--- src/rtl/dtcm_lsu_pkg.sv ---
// dtcm_pkg: shared types and constants for the DTCM load/store unit.
//   - funct3 encodings for RV32 loads and stores
//   - lsu_state_e response-path state machine encoding
//   - DTCM_ADDR_BITS: byte-address bits decoded by the 4 KB TCM
//   - helpers for funct3 legality and natural alignment
package dtcm_pkg;

  localparam int DTCM_ADDR_BITS = 12;

  localparam logic [2:0] F3_B  = 3'b000;
  localparam logic [2:0] F3_H  = 3'b001;
  localparam logic [2:0] F3_W  = 3'b010;
  localparam logic [2:0] F3_BU = 3'b100;
  localparam logic [2:0] F3_HU = 3'b101;

  typedef enum logic [1:0] {
    IDLE = 2'd0,
    RSP  = 2'd1,
    HOLD = 2'd2
  } lsu_state_e;

  // Stores only have B/H/W; loads additionally have the unsigned B/H forms.
  function automatic logic f3_legal(input logic we, input logic [2:0] f3);
    logic ok;
    case (f3)
      F3_B, F3_H, F3_W: ok = 1'b1;
      F3_BU, F3_HU:     ok = ~we;
      default:          ok = 1'b0;
    endcase
    return ok;
  endfunction

  // Natural alignment by access size (funct3[1:0] encodes the size).
  function automatic logic aligned(input logic [2:0] f3, input logic [1:0] off);
    logic ok;
    case (f3[1:0])
      2'b00:   ok = 1'b1;
      2'b01:   ok = ~off[0];
      2'b10:   ok = (off == 2'b00);
      default: ok = 1'b0;
    endcase
    return ok;
  endfunction

endpackage

--- src/rtl/dtcm_lsu_if.sv ---
// dtcm_lsu_if: core-side request/response handshake of the DTCM LSU.
//   req_*: valid/ready request channel (master drives valid and payload)
//   rsp_*: valid/ready response channel (slave drives valid and payload)
// Modports: master = core pipeline, slave = dtcm_lsu.
interface dtcm_lsu_if;
  logic        req_valid;
  logic        req_ready;
  logic        req_we;
  logic [2:0]  req_funct3;
  logic [31:0] req_addr;
  logic [31:0] req_wdata;
  logic        rsp_valid;
  logic        rsp_ready;
  logic [31:0] rsp_rdata;
  logic        rsp_err;

  modport master (
    output req_valid, req_we, req_funct3, req_addr, req_wdata, rsp_ready,
    input  req_ready, rsp_valid, rsp_rdata, rsp_err
  );

  modport slave (
    input  req_valid, req_we, req_funct3, req_addr, req_wdata, rsp_ready,
    output req_ready, rsp_valid, rsp_rdata, rsp_err
  );
endinterface

--- src/rtl/dtcm_lsu_align.sv ---
// dtcm_lsu_align: load-data lane extraction and sign/zero extension.
//   rdata  in  32  raw TCM word
//   offset in  2   byte offset of the load within the word
//   funct3 in  3   load type (LB/LH/LW/LBU/LHU)
//   data   out 32  extended load result (0 for unknown funct3)
module dtcm_lsu_align
  import dtcm_pkg::*;
(
  input  logic [31:0] rdata,
  input  logic [1:0]  offset,
  input  logic [2:0]  funct3,
  output logic [31:0] data
);

  logic [31:0] lane;

  // Shift the addressed byte/half down to bit 0, then extend by funct3.
  always_comb begin
    lane = rdata >> {offset, 3'b000};
    case (funct3)
      F3_B:    data = {{24{lane[7]}}, lane[7:0]};
      F3_H:    data = {{16{lane[15]}}, lane[15:0]};
      F3_W:    data = lane;
      F3_BU:   data = {24'h000000, lane[7:0]};
      F3_HU:   data = {16'h0000, lane[15:0]};
      default: data = 32'h0000_0000;
    endcase
  end

endmodule

--- src/rtl/dtcm_lsu.sv ---
// dtcm_lsu: RV32 load/store unit in front of a 1024x32 data TCM with byte
// write enables and 1-cycle synchronous read.
//   clk, rst_n      clock, asynchronous active-low reset
//   core            dtcm_lsu_if.slave request/response handshake
//   mem_addr        TCM byte address (request address, passed through)
//   mem_wen         TCM byte write enables, nonzero only for legal stores
//   mem_wdata       lane-replicated store data
//   mem_rdata       TCM read data, valid the cycle after the address
//   perf_loads/perf_stores/perf_errs  accepted-request counters, present
//                   only when DTCM_LSU_PERF_EN is defined
module dtcm_lsu
  import dtcm_pkg::*;
#(
  parameter logic [31:0] BASE_ADDR = 32'h0001_0000,
  parameter int          ADDR_BITS = DTCM_ADDR_BITS
) (
  input  logic        clk,
  input  logic        rst_n,
  dtcm_lsu_if.slave   core,
  output logic [31:0] mem_addr,
  output logic [3:0]  mem_wen,
  output logic [31:0] mem_wdata,
  input  logic [31:0] mem_rdata
`ifdef DTCM_LSU_PERF_EN
  ,
  output logic [31:0] perf_loads,
  output logic [31:0] perf_stores,
  output logic [31:0] perf_errs
`endif
);

  lsu_state_e  state_r, state_d;
  logic        accept, req_ok;
  logic [3:0]  lane_wen;
  logic [31:0] lane_wdata;
  logic [1:0]  off_r;
  logic [2:0]  f3_r;
  logic        we_r, err_r;
  logic [31:0] align_data, live_data;
  logic [31:0] hold_data_r;
  logic        hold_err_r;

  assign core.req_ready = (state_r == IDLE) | ((state_r == RSP) & core.rsp_ready);
  assign accept = core.req_valid & core.req_ready;
  assign req_ok = (core.req_addr[31:ADDR_BITS] == BASE_ADDR[31:ADDR_BITS])
                & f3_legal(core.req_we, core.req_funct3)
                & aligned(core.req_funct3, core.req_addr[1:0]);

  // Store lane enables and replicated data for the request's size.
  always_comb begin
    lane_wen   = 4'b0000;
    lane_wdata = core.req_wdata;
    case (core.req_funct3)
      F3_B: begin
        lane_wen   = 4'b0001 << core.req_addr[1:0];
        lane_wdata = {4{core.req_wdata[7:0]}};
      end
      F3_H: begin
        lane_wen   = 4'b0011 << core.req_addr[1:0];
        lane_wdata = {2{core.req_wdata[15:0]}};
      end
      F3_W: begin
        lane_wen   = 4'b1111;
        lane_wdata = core.req_wdata;
      end
      default: begin
        lane_wen   = 4'b0000;
        lane_wdata = core.req_wdata;
      end
    endcase
  end

  assign mem_addr  = core.req_addr;
  assign mem_wdata = lane_wdata;
  assign mem_wen   = (accept & core.req_we & req_ok) ? lane_wen : 4'b0000;

  // State register.
  always_ff @(posedge clk or negedge rst_n) begin
    if (!rst_n) state_r <= IDLE;
    else        state_r <= state_d;
  end

  // Next-state logic; RSP with a ready consumer can chain straight into the next request.
  always_comb begin
    state_d = state_r;
    case (state_r)
      IDLE: begin
        if (accept) state_d = RSP;
        else        state_d = IDLE;
      end
      RSP: begin
        if (!core.rsp_ready) state_d = HOLD;
        else if (accept)     state_d = RSP;
        else                 state_d = IDLE;
      end
      HOLD: begin
        if (core.rsp_ready) state_d = IDLE;
        else                state_d = HOLD;
      end
      default: state_d = IDLE;
    endcase
  end

  // Request attributes needed one cycle later to shape the response.
  always_ff @(posedge clk or negedge rst_n) begin
    if (!rst_n) begin
      off_r <= 2'b00;
      f3_r  <= 3'b000;
      we_r  <= 1'b0;
      err_r <= 1'b0;
    end else if (accept) begin
      off_r <= core.req_addr[1:0];
      f3_r  <= core.req_funct3;
      we_r  <= core.req_we;
      err_r <= ~req_ok;
    end
  end

  dtcm_lsu_align u_align (
    .rdata  (mem_rdata),
    .offset (off_r),
    .funct3 (f3_r),
    .data   (align_data)
  );

  // Stores and errors carry no data.
  assign live_data = (we_r | err_r) ? 32'h0000_0000 : align_data;

  // Capture the live response when the consumer stalls; the TCM output will not hold.
  always_ff @(posedge clk or negedge rst_n) begin
    if (!rst_n) begin
      hold_data_r <= 32'h0000_0000;
      hold_err_r  <= 1'b0;
    end else if ((state_r == RSP) && !core.rsp_ready) begin
      hold_data_r <= live_data;
      hold_err_r  <= err_r;
    end
  end

  // Response outputs by state.
  always_comb begin
    core.rsp_valid = 1'b0;
    core.rsp_rdata = 32'h0000_0000;
    core.rsp_err   = 1'b0;
    case (state_r)
      IDLE: begin
        core.rsp_valid = 1'b0;
        core.rsp_rdata = 32'h0000_0000;
        core.rsp_err   = 1'b0;
      end
      RSP: begin
        core.rsp_valid = 1'b1;
        core.rsp_rdata = live_data;
        core.rsp_err   = err_r;
      end
      HOLD: begin
        core.rsp_valid = 1'b1;
        core.rsp_rdata = hold_data_r;
        core.rsp_err   = hold_err_r;
      end
      default: begin
        core.rsp_valid = 1'b0;
        core.rsp_rdata = 32'h0000_0000;
        core.rsp_err   = 1'b0;
      end
    endcase
  end

`ifdef DTCM_LSU_PERF_EN
  // Accepted-request counters; an erroring request counts only as an error.
  always_ff @(posedge clk or negedge rst_n) begin
    if (!rst_n) begin
      perf_loads  <= 32'd0;
      perf_stores <= 32'd0;
      perf_errs   <= 32'd0;
    end else if (accept) begin
      if (!req_ok)          perf_errs   <= perf_errs + 32'd1;
      else if (core.req_we) perf_stores <= perf_stores + 32'd1;
      else                  perf_loads  <= perf_loads + 32'd1;
    end
  end
`endif

endmodule

--- src/flat_wrapper.sv ---
// flat-port wrapper written by rule: the top's interface ports become plain ports
module dtcm_lsu_flat import dtcm_pkg::*;
#(
  parameter logic [31:0] BASE_ADDR = 32'h0001_0000,
  parameter int          ADDR_BITS = DTCM_ADDR_BITS
)
  (clk, rst_n, mem_addr, mem_wen, mem_wdata, mem_rdata, core_req_valid, core_req_we, core_req_funct3, core_req_addr, core_req_wdata, core_rsp_ready, core_req_ready, core_rsp_valid, core_rsp_rdata, core_rsp_err);
  dtcm_lsu_if core_i ();
  input  logic clk;
  input  logic rst_n;
  output logic [31:0] mem_addr;
  output logic [3:0] mem_wen;
  output logic [31:0] mem_wdata;
  input  logic [31:0] mem_rdata;
  input wire logic [$bits(core_i.req_valid)-1:0] core_req_valid;
  input wire logic [$bits(core_i.req_we)-1:0] core_req_we;
  input wire logic [$bits(core_i.req_funct3)-1:0] core_req_funct3;
  input wire logic [$bits(core_i.req_addr)-1:0] core_req_addr;
  input wire logic [$bits(core_i.req_wdata)-1:0] core_req_wdata;
  input wire logic [$bits(core_i.rsp_ready)-1:0] core_rsp_ready;
  output wire logic [$bits(core_i.req_ready)-1:0] core_req_ready;
  output wire logic [$bits(core_i.rsp_valid)-1:0] core_rsp_valid;
  output wire logic [$bits(core_i.rsp_rdata)-1:0] core_rsp_rdata;
  output wire logic [$bits(core_i.rsp_err)-1:0] core_rsp_err;
  assign core_i.req_valid = core_req_valid;
  assign core_i.req_we = core_req_we;
  assign core_i.req_funct3 = core_req_funct3;
  assign core_i.req_addr = core_req_addr;
  assign core_i.req_wdata = core_req_wdata;
  assign core_i.rsp_ready = core_rsp_ready;
  assign core_req_ready = core_i.req_ready;
  assign core_rsp_valid = core_i.rsp_valid;
  assign core_rsp_rdata = core_i.rsp_rdata;
  assign core_rsp_err = core_i.rsp_err;
  dtcm_lsu #(.BASE_ADDR(BASE_ADDR), .ADDR_BITS(ADDR_BITS)) u_core (.clk(clk), .rst_n(rst_n), .core(core_i), .mem_addr(mem_addr), .mem_wen(mem_wen), .mem_wdata(mem_wdata), .mem_rdata(mem_rdata));
endmodule
--- config.mk ---
export PLATFORM = sky130hd
export DESIGN_NAME = dtcm_lsu_flat
export DESIGN_NICKNAME = d
export VERILOG_FILES = /design/src/rtl/dtcm_lsu_pkg.sv /design/src/rtl/dtcm_lsu_if.sv /design/src/rtl/dtcm_lsu_align.sv /design/src/rtl/dtcm_lsu.sv /design/src/flat_wrapper.sv
export SDC_FILE = /design/constraint.sdc
export NUM_CORES = 1
export LEC_CHECK = 0
export CAP_MARGIN = 20
export CORE_MARGIN = 2
export CORE_UTILIZATION = 30
export CTS_BUF_LIST = sky130_fd_sc_hd__clkbuf_16
export DETAILED_ROUTE_END_ITERATION = 8
export GPL_ROUTABILITY_DRIVEN = 0
export GPL_TIMING_DRIVEN = 0
export PLACE_DENSITY = 0.74
export SETUP_SLACK_MARGIN = 0.02
export SLEW_MARGIN = 20
export SYNTH_ARGS = -nofsm -noshare
export SYNTH_HDL_FRONTEND = slang
export SYNTH_SLANG_ARGS = --single-unit
--- constraint.sdc ---
create_clock -name clk -period 3.63 [get_ports clk]
set_input_delay 0.363 -clock clk [delete_from_list [all_inputs] [get_ports clk]]
set_output_delay 0.363 -clock clk [all_outputs]
set_load 0.02 [all_outputs]
* Yosys cells after proc, flatten, opt, wreduce, memory -nomap -nowiden
Cells that the tools add are included.
Word-level totals: flip-flop bits (word level) 42, latch bits 0, bits in writable memories 0, bits in read-only memories 0, bits of input ports 104, output and inout bits 103, memories kept 0
Cells by class: add/sub/neg operators 0, multiply operators 0, div/mod/pow operators 0, order comparisons 0, equality and inequality tests 13, shift operators 3, mux-type cells 14, bitwise logic cells 11, reductions and logical operators 10
Operator list (number):
- one-hot mux 32 bit (5 select lines) | 1
- one-hot mux 32 bit (2 select lines) | 2
- 2-to-1 mux 32 bit | 1
- >> shifter 32 x 5 -> 32 bit | 1
- equality test 20 x 5 -> 1 bit, second input constant | 1
- equality test 3 bit, second input constant | 4
- one-hot mux 4 bit (3 select lines) | 1
- AND 1 bit | 6
- equality test 3 x 1 -> 1 bit, second input constant | 2
- equality test 3 x 2 -> 1 bit, second input constant | 2
- zero test 2 bit | 3
- zero test 3 bit | 2
- one-hot mux 2 bit (3 select lines) | 1
- equality test 2 x 1 -> 1 bit, second input constant | 2
- equality test 2 bit, second input constant | 2
- 2-to-1 mux 2 bit | 2
- 2-to-1 mux 4 bit | 1
- one-hot mux 1 bit (2 select lines) | 2
- OR reduction 2 bit | 2
- left shift 1 x 2 -> 4 bit, first input constant | 1
- left shift 2 x 2 -> 4 bit, first input constant | 1
- inverter 1 bit | 3
- one-hot mux 1 bit (3 select lines) | 1
- OR reduction 3 bit | 1
- 4 further kinds | 6

* Longest topological paths before layout
depth in word-level cells 7, depth in mapped cells 8

* Cells and area by module
Synthesis repeated with hierarchy kept, for this count alone.
Unflattened totals: cell total of the unflattened synthesis 400, area, all modules 3782.4 um^2
By module, submodules not included:
- dtcm_lsu | instances 1, cells each 291, area each 2979.1 um^2
- dtcm_lsu_align | instances 1, cells each 109, area each 803.3 um^2

* Least setup slack after synthesis
No wires, ideal clock.
kind flip-flop to output port, start point reg u_core.state_r[0], end point out core_rsp_rdata[24], arrival 2.168 ns, required time 3.267 ns, slack 1.099 ns, stages on the path, launching flop included 8, cells stage by stage dfrtp_1 inv_1 ha_1 and4bb_2 nand2_1 clkbuf_1 nor3_1 a221o_1
On the way: word-level cells in the longest chain between the ends 2, elaborated cells on any way between the ends 3
Ends and longest elaborated chain:
- start: declaration | RTL line dtcm_lsu.sv:32 | lsu_state_e state_r, state_d;
- start signal: assignment | RTL line dtcm_lsu.sv:80 | else state_r <= state_d;
- equality test 2 bit or equality test 2 x 1 -> 1 bit (tied branches) | RTL line dtcm_lsu.sv:145 | case (state_r)
- one-hot mux 32 bit (2 select lines) * | RTL line dtcm_lsu.sv:145
- end: declaration | RTL line flat_wrapper.sv:23 | output wire logic [$bits(core_i.rsp_rdata)-1:0] core_rsp_rdata;
Mark *: on every way between the ends. The rest lies on a longest branch, timed or not.

* Worst setup path after layout
start point reg u_core.state_r[0], end point out core_rsp_rdata[27]
Same word-level chain as after synthesis.

==> flow_metrics.py <==
metrics = {
    "status": {
        "status": "finished, violations left",
        "violations": "design-rule violations",
    },
    "sta": {
        "worst_slew_pin_slew_ns": 0.827,
        "hold_viol": 0,
        "maxSlewViolCount": 0,
        "tns_ns": 0,
        "period_share_pct": 92.4,
        "period_needed_ns": 3.35,
        "fmax_ghz": 0.298,
        "worst_slack_ns": 0.277,
        "fin_skew_ns": 0.00279,
        "final-setup-viol-count": 0,
        "relSlewSlack_pct": 44.5,
        "rsz0062_at_grt": "no",
    },
    "detailed_routing": {
        "firstDrtPassIters": 9,
        "drtIter0Drc": 326,
        "routed.top_layer": "met4",
        "dr_wl_met2_um": 7020,
        "drc": 9,
        "ant_nets": 0,
        "avgRoutedWirePerCell_um": 18.4,
        "routed_wl_um": 13500,
        "wl_met3_um": 1190,
        "wl_met1_um": 4910,
        "num_vias": 3966,
        "viasPerCell": 5.40,
    },
    "power": {
        "power_leakage_nw": 2.47,
        "power.density_mw_per_mm2": 383,
        "ir_drop_mv": 0.232,
    },
    "job": {
        "drv_cap": 0,
    },
    "cts": {
        "clkLatencyLatePin_ns": 0.28,
        "ctsRootBufferMaster": "clkbuf_16",
        "clkSinkCount": 42,
        "cts_max_path_buffers": 2,
        "cts_setup_buffers": 0,
        "htreeDepth": 2,
        "cts_tree": "done",
        "numCtsBuffers": 5,
        "clkTransAtPathRegs_ns": 0.06,
    },
    "worst_setup_path": {
        "slowest_stage": "clkdlybuf4s50_1",
        "required_ns": 3.27,
        "worstSetupPathType": "register to output port",
        "cp_max_fo": 10,
        "cpPeakStageDelay_ns": 0.55,
        "arrival_ns": 2.99,
        "worst-path-buf-inv": 3,
        "crit_family": "buffers and inverters",
        "cp-end-kind": "output port",
        "start_kind": "register",
        "cp_cell_sequence": "inv_1, ha_1, and4bb_2, nand2_1, clkbuf_1, nor3_4, a221o_1, clkdlybuf4s50_1",
    },
    "die": {
        "start_util_pct": 31.1,
        "chipHeight_um": 113,
        "rows": 39,
        "pin_count": 207,
        "die-area_mm2": 0.0128,
        "core_area_mm2": 0.0115,
        "die_w_um": 113,
    },
    "layout": {
        "layout_common_cells": "clkdlybuf4s50_1 (193), nand2_1 (53), dfrtp_1 (42), buf_4 (41), mux2_2 (33)",
        "area_growth_pct": 65.1,
        "layout_commonest_cell": "clkdlybuf4s50_1",
        "diodes": 0,
        "drive_gt1_share_pct": 17.6,
        "nNetsFinal": 699,
    },
    "synth": {
        "synth_edf_count": 0,
        "ys_warn_count": 0,
        "async_flop_share_pct": 100,
        "synth.net_count": 496,
        "ys_ff_latch": 42,
        "syn_area_per_cell_um2": 9.22,
        "ys_types": 43,
        "netlist_area_mm2": 0.00358,
        "postSynthCellCount": 388,
        "synth.yosys.seq_area_share_pct": 29.4,
        "synthFlopType": "dfrtp_1",
    },
    "hold_path": {
        "min-delay-path-class": "register to register",
    },
    "global_route": {
        "grt.total_usage_pct": 20.3,
        "antenna_found_initial": 0,
        "gr-total-overflow": 0,
        "grt_max_degree": 29,
        "grt_pass1_wl_um": 20700,
        "grt_pass1_vias": 3994,
    },
    "place": {
        "dpl.hpwl_um": 11200,
        "pre_cts_ws_ns": 0.304,
        "io_buffers": 194,
    },
}
[cell families after synthesis]
family                   count (synthesis)  share of synthesized area (%)
AND/OR/NAND/NOR                        109                           16.4
multiplexers                            58                           18.0
XOR/XNOR                                 1                          0.245
buffers and inverters                   71                           12.4
AO/OA/AOI/OAI                          103                           22.1
flip-flops                              42                           29.4
adder cells (fa/ha/maj)                  4                           1.40
[registers in the layout (all words and copies together) (netlist names)]
signal and count:
u_core.f3_r 3, u_core.err_r 1, u_core.state_r 2, u_core.off_r 2, u_core.hold_err_r 1, u_core.hold_data_r 32, u_core.we_r 1
[where the power goes]
part	switching [mW]	total [mW]	internal [mW]	leakage, nW
clock	0.177	0.497	0.319	0.0864
combinational	0.591	1.11	0.517	1.83
sequential	0.0759	0.655	0.579	0.560
total	0.844	2.26	1.42	2.47
[tightest hold or removal path, stage by stage, from the launching register on]
cell	delay [ns]
dfrtp_1	0.34
nand2_1	0.04
o21ai_0	0.06
[per-layer routing]
metal | track usage [%] | vias up
met5 | 0 | -
met4 | 7.48 | 0
met1 | 22.5 | 1885
met3 | 4.66 | 29
li1 | - | 1818
met2 | 37.6 | 234
[stage by stage]
step / cells / util, % / hold WS (ns) / power (mW) / instance area [um2]
after global placement: 725 / 49.5 / 0.462 / 1.72 / 5700
after detailed placement: 726 / 49.6 / 0.302 / 1.75 / 5710
after global routing: 735 / 51.3 / 0.512 / 2.38 / 5910
final: 735 / 51.3 / 0.484 / 2.26 / 5910
after floorplan: 388 / - / 0.0674 / 1.33 / 3580
after CTS: 735 / 51.2 / 0.485 / 2.26 / 5900
[path summary, 6_finish.rpt]
path	start	end	slack, ns	cells after the start
worst min-delay path	u_core.hold_data_r[7]	u_core.hold_data_r[7]	0.48	2
worst min register to register	u_core.hold_data_r[7]	u_core.hold_data_r[7]	0.48	2
worst max-delay path	u_core.state_r[0]	core_rsp_rdata[27]	0.28	8
worst max register to register	u_core.state_r[1]	u_core.hold_data_r[18]	1.32	8
min in group asynchronous	rst_n	u_core.hold_data_r[1]	0.54	2
max in group asynchronous	rst_n	u_core.off_r[0]	2.61	3
[layout make-up]
class | count | area, um2
multi-input combinational | 275 | 2100
sequential | 42 | 1050
fill | 1064 | 5610
clock buffer | 5 | 125
buffer | 67 | 429
inverter | 4 | 15.0
clock inverter | 3 | 37.5
timing repair buffer | 196 | 1970
tap | 143 | 179
[cells in the mapped netlist (3+ instances only)]
cell type,count,area [um2]
nor3_1,5,25.0
a22oi_1,9,67.6
dfrtp_1,42,1050
nor2b_1,5,31.3
o21a_1,5,37.5
nand2_1,53,199
nor4_1,5,31.3
clkbuf_1,17,63.8
buf_2,7,35.0
mux2_2,33,372
o21ai_0,19,95.1
inv_1,4,15.0
nor2_1,20,75.1
a21oi_1,11,55.1
mux2i_1,23,230
ha_1,4,50.1
o2bb2ai_1,7,61.3
o211ai_1,17,128
nand2b_1,3,18.8
buf_4,41,308
a221o_1,32,320
[repair_timing]
| item | 4_1_cts | 5_1_grt |
|---|---|---|
| resized for setup | 2 | 1 |
| hold buffers | 1 | 0 |
| hold endpoints to repair | 1 | 0 |
| setup endpoints to repair | 9 | 7 |
| pin swaps | 0 | 1 |
Note: power is estimated with default switching activity, not from simulation.
